<file path="src/rtl/key_event.sv">
// key_event: gesture decoder for one debounced key.
// Turns the debounce filter's change pulse (key_stable) and level (key_flag,
// 0 = pressed) into one-cycle short / long / double / auto-repeat events.
//
// Handshake: there is no back-pressure. key_flag is only looked at in a cycle
// where key_stable is 1, and every event output is a registered single-cycle
// pulse that the consumer must take in the cycle it is high.
module key_event #(
    parameter int unsigned CNT_W      = 18,
    parameter int unsigned LONG_CNT   = 200_000,
    parameter int unsigned DBL_GAP    = 60_000,
    parameter int unsigned REPEAT_CNT = 40_000
) (
    input  logic       clk,
    input  logic       rst_n,
    input  logic       key_stable,
    input  logic       key_flag,
    output logic       short_p,
    output logic       long_p,
    output logic       double_p,
    output logic       repeat_p,
    output logic       busy,
    output logic [2:0] state_dbg
);

    // Terminal counts: a state has lasted PARAM cycles when cnt reaches PARAM-1.
    localparam logic [CNT_W-1:0] LONG_TC   = CNT_W'(LONG_CNT - 1);
    localparam logic [CNT_W-1:0] DBL_TC    = CNT_W'(DBL_GAP - 1);
    localparam logic [CNT_W-1:0] REPEAT_TC = CNT_W'(REPEAT_CNT - 1);

    typedef enum logic [2:0] {
        S_IDLE   = 3'd0,
        S_PRESS1 = 3'd1,
        S_WAIT2  = 3'd2,
        S_PRESS2 = 3'd3,
        S_HOLD   = 3'd4
    } state_t;

    state_t           state;
    logic [CNT_W-1:0] cnt;
    logic             key_press;
    logic             key_release;

    // Key edges only exist in the cycle the filter reports a change.
    assign key_press   = key_stable & ~key_flag;
    assign key_release = key_stable &  key_flag;

    assign state_dbg = state;

    // Gesture FSM with its shared counter and registered event outputs.
    // A key edge is checked before the terminal count so that it wins a tie.
    always_ff @(posedge clk or negedge rst_n) begin
        if (!rst_n) begin
            state    <= S_IDLE;
            cnt      <= '0;
            short_p  <= 1'b0;
            long_p   <= 1'b0;
            double_p <= 1'b0;
            repeat_p <= 1'b0;
            busy     <= 1'b0;
        end else begin
            short_p  <= 1'b0;
            long_p   <= 1'b0;
            double_p <= 1'b0;
            repeat_p <= 1'b0;
            case (state)
                S_IDLE: begin
                    cnt <= '0;
                    if (key_press) begin
                        state <= S_PRESS1;
                        busy  <= 1'b1;
                    end
                end
                S_PRESS1: begin
                    if (key_release) begin
                        state <= S_WAIT2;
                        cnt   <= '0;
                    end else if (cnt == LONG_TC) begin
                        state  <= S_HOLD;
                        cnt    <= '0;
                        long_p <= 1'b1;
                    end else begin
                        cnt <= cnt + CNT_W'(1);
                    end
                end
                S_WAIT2: begin
                    if (key_press) begin
                        state <= S_PRESS2;
                        cnt   <= '0;
                    end else if (cnt == DBL_TC) begin
                        state   <= S_IDLE;
                        cnt     <= '0;
                        short_p <= 1'b1;
                        busy    <= 1'b0;
                    end else begin
                        cnt <= cnt + CNT_W'(1);
                    end
                end
                S_PRESS2: begin
                    if (key_release) begin
                        state    <= S_IDLE;
                        cnt      <= '0;
                        double_p <= 1'b1;
                        busy     <= 1'b0;
                    end else if (cnt == LONG_TC) begin
                        state  <= S_HOLD;
                        cnt    <= '0;
                        long_p <= 1'b1;
                    end else begin
                        cnt <= cnt + CNT_W'(1);
                    end
                end
                S_HOLD: begin
                    if (key_release) begin
                        state <= S_IDLE;
                        cnt   <= '0;
                        busy  <= 1'b0;
                    end else if (cnt == REPEAT_TC) begin
                        cnt      <= '0;
                        repeat_p <= 1'b1;
                    end else begin
                        cnt <= cnt + CNT_W'(1);
                    end
                end
                default: begin
                    state <= S_IDLE;
                    cnt   <= '0;
                    busy  <= 1'b0;
                end
            endcase
        end
    end

endmodule

</file>
<file path="config.mk">
export PLATFORM = sky130hd
export DESIGN_NAME = key_event
export DESIGN_NICKNAME = d
export VERILOG_FILES = /design/src/rtl/key_event.sv
export SDC_FILE = /design/constraint.sdc
export NUM_CORES = 1
export LEC_CHECK = 0
export ABC_AREA = 0
export ABC_CLOCK_PERIOD_IN_PS = 1800
export CORE_ASPECT_RATIO = 1.4
export CORE_MARGIN = 3
export CORE_UTILIZATION = 40
export DETAILED_ROUTE_END_ITERATION = 12
export GPL_TIMING_DRIVEN = 0
export SLEW_MARGIN = 5
export SYNTH_ARGS = -nofsm -noshare
export SYNTH_HDL_FRONTEND = slang
export SYNTH_SLANG_ARGS = --single-unit
</file>
<file path="constraint.sdc">
create_clock -name clk -period 1.8 [get_ports clk]
set_clock_uncertainty 0.05 [all_clocks]
set_input_delay 0.36 -clock clk [delete_from_list [all_inputs] [get_ports clk]]
set_output_delay 0.36 -clock clk [all_outputs]
set_load 0.01 [all_outputs]
</file>
==> metrics.cfg <==
[critical_path]
cp_max_fo = 5
cp-end-kind = flip-flop
cp_cell_sequence = ha_2 > and4_4 > nand2_8 > o31ai_4 > o221a_2 > buf_6 > clkbuf_16 > nor2_1
slowest_delay_ps = 370
critical-path-slowest-cell = dfrtp_1
reg2reg_to = cnt[8]
startpoint_type = flip-flop
required_ps = 1920
r2r_start = cnt[1]
arrival_ps = 1980
rrSetupSlack_ps = -60
reg2reg_depth = 8
criticalPathCategory = reg2reg

[floorplan]
row_count = 23
die_h_um = 73.65
fp.dieW_um = 54.32
die_area_mm2 = 0.004001
ios = 12
start_util_pct = 43.69
coreArea_mm2 = 0.002993

[final_layout]
num-nets-final = 172
postLayoutCellArea_mm2 = 0.001808
final_cell_mix = dfrtp_1 (22), nor2_1 (21), buf_4 (14)
diodes = 0
syn2layout_area_growth_pct = 38.28
drive_above_1_share_pct = 28.31
fillers = 264
final_common_cell = dfrtp_1

[logic_synthesis]
netlist.top_cell.by_area = dfrtp_1
synthAdderAreaFrac_pct = 0.9569
ys_seq_area_share_pct = 49.76
syn-instance-count = 134
synth_nets = 139
synth-xor-area-share_pct = 10.72
synth_compound_area_share_pct = 6.699
ys_ff_latch = 26
yosys_most_used_dff = dfrtp_1
synth_top_family_by_area = simple AND/OR/NAND/NOR gates
synth_mux_area_share_pct = 0
synthSimpleGateAreaFrac_pct = 29.00
synth.avg_cell_area_um2 = 9.757
syn_area_mm2 = 0.001308
synth.area.top_cells = dfrtp_1 (50%), nor2_1 (8.3%), xor2_1 (6.0%)
synth_top_area_share_pct = 49.76
ys_warn_count = 0
async_flop_share_pct = 100.0
synth_edf_count = 0
synth_cell_types = 33

[timing]
fin_ws_ps = -60.69
finalHoldViolations = 0
holdWs_ps = 514.0
drv_slew = 0
fmax_ghz = 0.5374
slew_headroom_pct = 24.10
fin_crit_ps = 1861
finalSetupViolations = 17
finalCritPeriodShare_pct = 103.4
rsz0062_at_grt = yes
worstMarginPinSlew_ps = 1135

[drt]
vias = 1075
drtIter0Drc = 30
first_pass_iters = 4
finalWirelength_um = 3106
viasPerCell = 5.296
detail-route-antenna-nets = 0
route.detailed.drc = 0
routedWlPerCell_um = 15.30

[worst_hold_path]
whs_path_depth = 2
hp-start = cnt[0]
hp-class = reg2reg
min_to = cnt[0]

[clocking]
cts-root-buf = clkbuf_8
cts_buffer_depth = 2
cts.clk_slew.worst_paths_ps = 90
cts_tree = done
ctsHtreeMaxLevel = 1
clock_sinks = 26
cts_buffers = 3
clock_latency_ps = 280
hold_buffers = 0

[power]
power.leakage_nw = 0.7214
ir_drop_mv = 0.5727
p_per_area_mw_per_mm2 = 978.0
p_total_w = 0.001768

[global_routing]
grt_first_pass_wirelength_um = 4933
grt_pass1_vias = 1077
overflow = 0
grt_max_degree = 27
antenna_found_initial = 0
grt_usage_pct = 17.15

[placement]
dp_hpwl_um = 1941
dpl_cell_area_mm2 = 0.001478
gp_congestion = 0.7581
portBuffers = 11

[outcome]
violations = setup timing
outcome = complete, but fails checks

[job]
drv_cap = 0

[worst max-delay path by stage]
| stage | startpoint | end | slack [ps] | cells after the start |
|---|---|---|---|---|
| CTS | cnt[1] | cnt[11] | -40 | 8 |
| detailed placement | cnt[8] | cnt[12] | -280 | 7 |
| global placement | cnt[0] | cnt[2] | -240 | 8 |
| global route | cnt[15] | cnt[10] | -110 | 7 |
| floorplan | cnt[15] | cnt[12] | -10 | 7 |
| finish | cnt[1] | cnt[8] | -60 | 8 |
[cell type report]
| class | count | area, µm² | area share [%] |
|---|---|---|---|
| tap | 37 | 46.29 | 2.561 |
| multi-input combinational | 101 | 718.2 | 39.72 |
| timing repair buffer | 28 | 271.5 | 15.02 |
| clock inverter | 1 | 30.03 | 1.661 |
| clock buffer | 3 | 41.29 | 2.284 |
| inverter | 5 | 18.77 | 1.038 |
| sequential | 26 | 655.6 | 36.26 |
| buffer | 2 | 26.28 | 1.453 |
[routing by layer]
metal / vias up / track usage, % / part of all wire (%) / wire, µm
li1: 526 / - / - / -
met1: 520 / 19.45 / 38 / 1178
met2: 23 / 31.16 / 56 / 1746
met3: 6 / 1.420 / 3.8 / 117
met4: 0 / 7.756 / 2.0 / 63
met5: - / 0 / 0 / 0
[registers in the layout, indices dropped and copies added (netlist names)]
register	cells
repeat_p	1
long_p	1
short_p	1
double_p	1
cnt	18
busy	1
state_dbg	3
[logic make-up (layout without fill, tap and decap cells)]
logic type,count (synthesis),in the layout
and+or+nand+nor,74,74
DFF,26,26
xor gates and xnor gates,16,16
AOI/OAI and AO/OA,10,10
buffers and inverters,7,39
adders and majority gates,1,1
[what timing repair did]
item	in CTS	in global routing
endpoints found under the setup margin	19	19
buffers inserted	13	3
resized for setup	16	12
gates cloned	0	1
pin swaps	6	5
[where the power goes]
group	leakage (nW)	total (W)	switching, W	internal (W)
combinational	0.340	0.000573	0.000247	0.000326
sequential	0.346	0.000704	0.0000652	0.000639
clock	0.0357	0.000491	0.000193	0.000298
total	0.721	0.00177	0.000506	0.00126
[synthesized netlist by cell type, types with 2 or more instances]
cell,instances
and2_1,3
nand3_1,4
nand2b_1,2
nor2_1,29
nand2_1,8
and3_1,2
nor3_1,5
nor2b_1,3
xor2_1,9
and4_1,2
or3_1,2
xnor2_1,7
o21ai_0,2
inv_1,5
nand4_1,8
dfrtp_1,26
[metrics by stage]
| step | instances | worst slack, ps | TNS [ps] | utilization (%) |
|---|---|---|---|---|
| global placement | 182 | -235.5 | -3033 | 49.37 |
| finish | 203 | -60.69 | -786.7 | 60.41 |
| global route | 203 | -105.5 | -1633 | 60.41 |
| CTS | 199 | -36.32 | -403.7 | 57.57 |
| floorplan | 134 | -10.19 | -100.9 | - |
| detailed placement | 182 | -278.1 | -5196 | 49.37 |
[worst max-delay path: cells and delay by family, from the launching register on]
family / cells / cell delay (ps)
flip-flops: 1 / 370
AND/OR/NAND/NOR: 3 / 390
buffers and inverters: 2 / 270
AO/OA/AOI/OAI: 2 / 490
adder cells (fa/ha/maj): 1 / 190
Power figures use the tool's default switching activity.
